`src/rtl/gsc_lat_counter.sv`:
```
// Latency counter for the sweep checker WAIT state.
// Ports: clk, rst (async, active-high), load (clear to zero), en (count up),
//        tc (count has reached LAT-1).
module gsc_lat_counter #(
    parameter int unsigned LAT = 1
) (
    input  logic clk,
    input  logic rst,
    input  logic load,
    input  logic en,
    output logic tc
);

    // LAT==0 never enters WAIT, so the terminal value only matters for LAT>=1.
    localparam logic [3:0] TERM = 4'((LAT == 0) ? 0 : LAT - 1);

    logic [3:0] count;

    always_ff @(posedge clk or posedge rst) begin
        if (rst) begin
            count <= '0;
        end else if (load) begin
            count <= '0;
        end else if (en) begin
            count <= count + 4'd1;
        end
    end

    assign tc = (count == TERM);

endmodule

```
`config.mk`:
```
export PLATFORM = sky130hd
export DESIGN_NAME = gsc_lat_counter
export DESIGN_NICKNAME = d
export VERILOG_FILES = /design/src/rtl/gsc_lat_counter.sv
export SDC_FILE = /design/constraint.sdc
export NUM_CORES = 1
export LEC_CHECK = 0
export BUFFER_PORTS_ARGS = -buffer_cell sky130_fd_sc_hd__buf_2
export CAP_MARGIN = 20
export CORE_AREA = 8 8 45 47
export DETAILED_ROUTE_END_ITERATION = 12
export DIE_AREA = 0 0 53 55
export PLACE_DENSITY_LB_ADDON = 0.05
export SLEW_MARGIN = 30
export SYNTH_ARGS = -nofsm -noshare
export SYNTH_HDL_FRONTEND = slang
export SYNTH_SLANG_ARGS = --single-unit
```
`constraint.sdc`:
```
create_clock -name clk -period 1.2 [get_ports clk]
set_input_delay 0.12 -clock clk [delete_from_list [all_inputs] [get_ports clk]]
set_output_delay 0.12 -clock clk [all_outputs]
set_load 0.05 [all_outputs]
```
==> flow_summary.yaml <==
status:
  outcome: "finished, violations left"
  violations: "negative setup slack"
placement:
  port_buffers: 4
  place_congestion: 0.578
  dp_hpwl_um: 377
sta:
  finalSetupViolCount: 1
  rsz0062_at_grt: "yes"
  worst_slew_pin_slew_ps: 175
  relSlewSlack_pct: 88.4
  layout_setup_ws_ps: -101
  hold_viol_final: 0
  period_needed_ps: 1300
  hold_ws_ps: 114
  period_share_pct: 108
  clock_skew_ps: 1.24
  drv_slew: 0
  max_freq_ghz: 0.769
setup_path:
  cp_max_fo: 2
  required_ps: 1080
  cp.arrival_ps: 1180
  r2r_start: "count[0]$_DFFE_PP0P_"
  start_kind: "flop"
  worstSetupPathType: "reg -> out"
  rr_endpoint: "count[2]$_DFFE_PP0P_"
  endpoint_kind: "output port"
  r2r_cells: 4
  rrSetupSlack_ps: 90
drt:
  via_per_inst: 3.77
  drc: 0
  dr_total_vias: 177
  wire_per_inst_um: 10.6
  drt_pass1_iterations: 1
  drt_wl_total_um: 499
  ant_nets: 0
  drt-initial-drc-count: 0
logic_synthesis:
  ys_seq_area_share_pct: 44.7
  ys_top_cells_by_area: "dfrtp_1 (45%), ha_1 (11%), mux2_4 (6.7%)"
  yosysTopAreaCellShare_pct: 44.7
  synth_cell_type_count: 13
  yosysTopAreaCell: "dfrtp_1"
  ys_ff_latch: 4
  syn_avg_cell_area_um2: 10.7
  yosysWarnings: 0
  synth_nets: 27
  synthCells: 21
  syn_area_um2: 224
clocking:
  insertion_delay_ps: 230
  cts.path.max_buffers: 2
  cts.clk_slew.worst_paths_ps: 30
  cts_tree: "yes"
  h-tree-depth: 1
  clock_sinks: 4
  cts_made_buffers: 3
  cts_root_buffer: "clkbuf_4"
global_routing:
  antenna_found_initial: 0
  grt.total_usage_pct: 4.32
  grt_overflow: 0
  first_global_vias: 208
  grt_max_degree: 6
  grt_pass1_wl_um: 841
worst_hold_path:
  whs_endpoint: "count[2]$_DFFE_PP0P_"
  worstHoldStart: "load"
  min_path_cells: 2
  min_path_type: "in -> reg"
floorplanning:
  core_mm2: 0.00138
  io_pins: 5
  die_w_um: 53
  rows: 14
  die_area_mm2: 0.00292
  initial_core_util_pct: 16.2
  fp.dieH_um: 55
pwr:
  ir_drop_mv: 0.461
  power_density_mw_per_mm2: 1170
  p_total_uw: 409
  p_leak_uw: 0.000163
final_layout:
  fin_nets: 39
  layout-drive-gt1-share_pct: 48.4
  final_common_cell: "dfrtp_1"
  final_cell_mix: "dfrtp_1 (4), nor2_1 (3), inv_1 (3), clkbuf_4 (3), buf_2 (3)"
  final_util_pct: 25.1
  top_register: "count"
  reg.largest.list: "count (4)"
  largest_register_ff_count: 4
  area_growth_pct: 55.3
  nFillCells: 153
  n_antenna_cell: 0
flow_run:
  drv_cap: 0
[routing by layer]
layer  vias up  global-route usage [%]  share of wire (%)
met5         -                       0                  0
met4         0                    6.47               0.80
met3         2                    1.87                5.6
met2         4                    6.05                 46
met1        81                    3.97                 47
li1         90                       -                  -
[logic make-up (layout without fill, tap and decap cells)]
kind of cell	count (synthesis)	count (layout)	share of synthesized area (%)
fa+ha+maj	2	2	11.2
flops	4	4	44.7
mux	2	2	11.2
simple gates	7	7	17.3
buf+inv	3	13	5.03
compound gates	2	2	6.70
xor+xnor	1	1	3.91
[through the flow]
step                      setup slack, ps  setup TNS, ps  std cells  cell area, um2
after floorplan                      9.94              0         21             235
after global placement               32.1              0         41             275
after detailed placement             11.1              0         41             275
after CTS                            -113           -113         47             329
after global routing                 -151           -151         47             348
final                                -101           -101         47             348
[where the power goes]
part	internal, uW	switching (uW)
clock	111	48.2
sequential	143	4.61
combinational	48.0	53.7
[synth_stat cells (all sizes together)]
cell	count
a21bo	1
a21oi	1
dfrtp	4
ha	2
inv	3
mux2	1
mux2i	1
nand3b	1
nand4	1
nor2	3
nor2b	1
nor3b	1
xnor2	1
[worst max-delay path by stage]
stage	startpoint	endpoint	slack [ps]	depth (start not counted)
after floorplan	count[0]$_DFFE_PP0P_	tc	10	3
after global placement	count[0]$_DFFE_PP0P_	tc	30	4
after detailed placement	count[0]$_DFFE_PP0P_	tc	10	4
after CTS	count[0]$_DFFE_PP0P_	tc	-110	4
after global routing	count[1]$_DFFE_PP0P_	tc	-150	4
final	count[0]$_DFFE_PP0P_	tc	-100	4
[timing repair]
| item | CTS | global route |
|---|---|---|
| pin swaps | 0 | 2 |
| setup endpoints to repair | 1 | 2 |
| hold buffers | 1 | 0 |
| gates cloned | 0 | 0 |
| resized for setup | 2 | 4 |
| setup buffers | 2 | 1 |
| endpoints found under the hold margin | 4 | 0 |
[area by class of cell]
cell class / instances / area, um2 / area share [%]
Multi-Input combinational cell: 14 / 143 / 41.0
Tap cell: 16 / 20.0 / 5.76
Inverter: 3 / 11.3 / 3.24
Clock buffer: 3 / 22.5 / 6.47
Sequential cell: 4 / 100 / 28.8
Timing Repair Buffer: 7 / 51.3 / 14.7
[worst max-delay path, cell delays in order, from the launching register on]
cell     delay (ps)
dfrtp_1         370
inv_1            60
ha_2            160
nor3b_4         180
buf_6           180
Note: power is estimated with default switching activity, not from simulation.
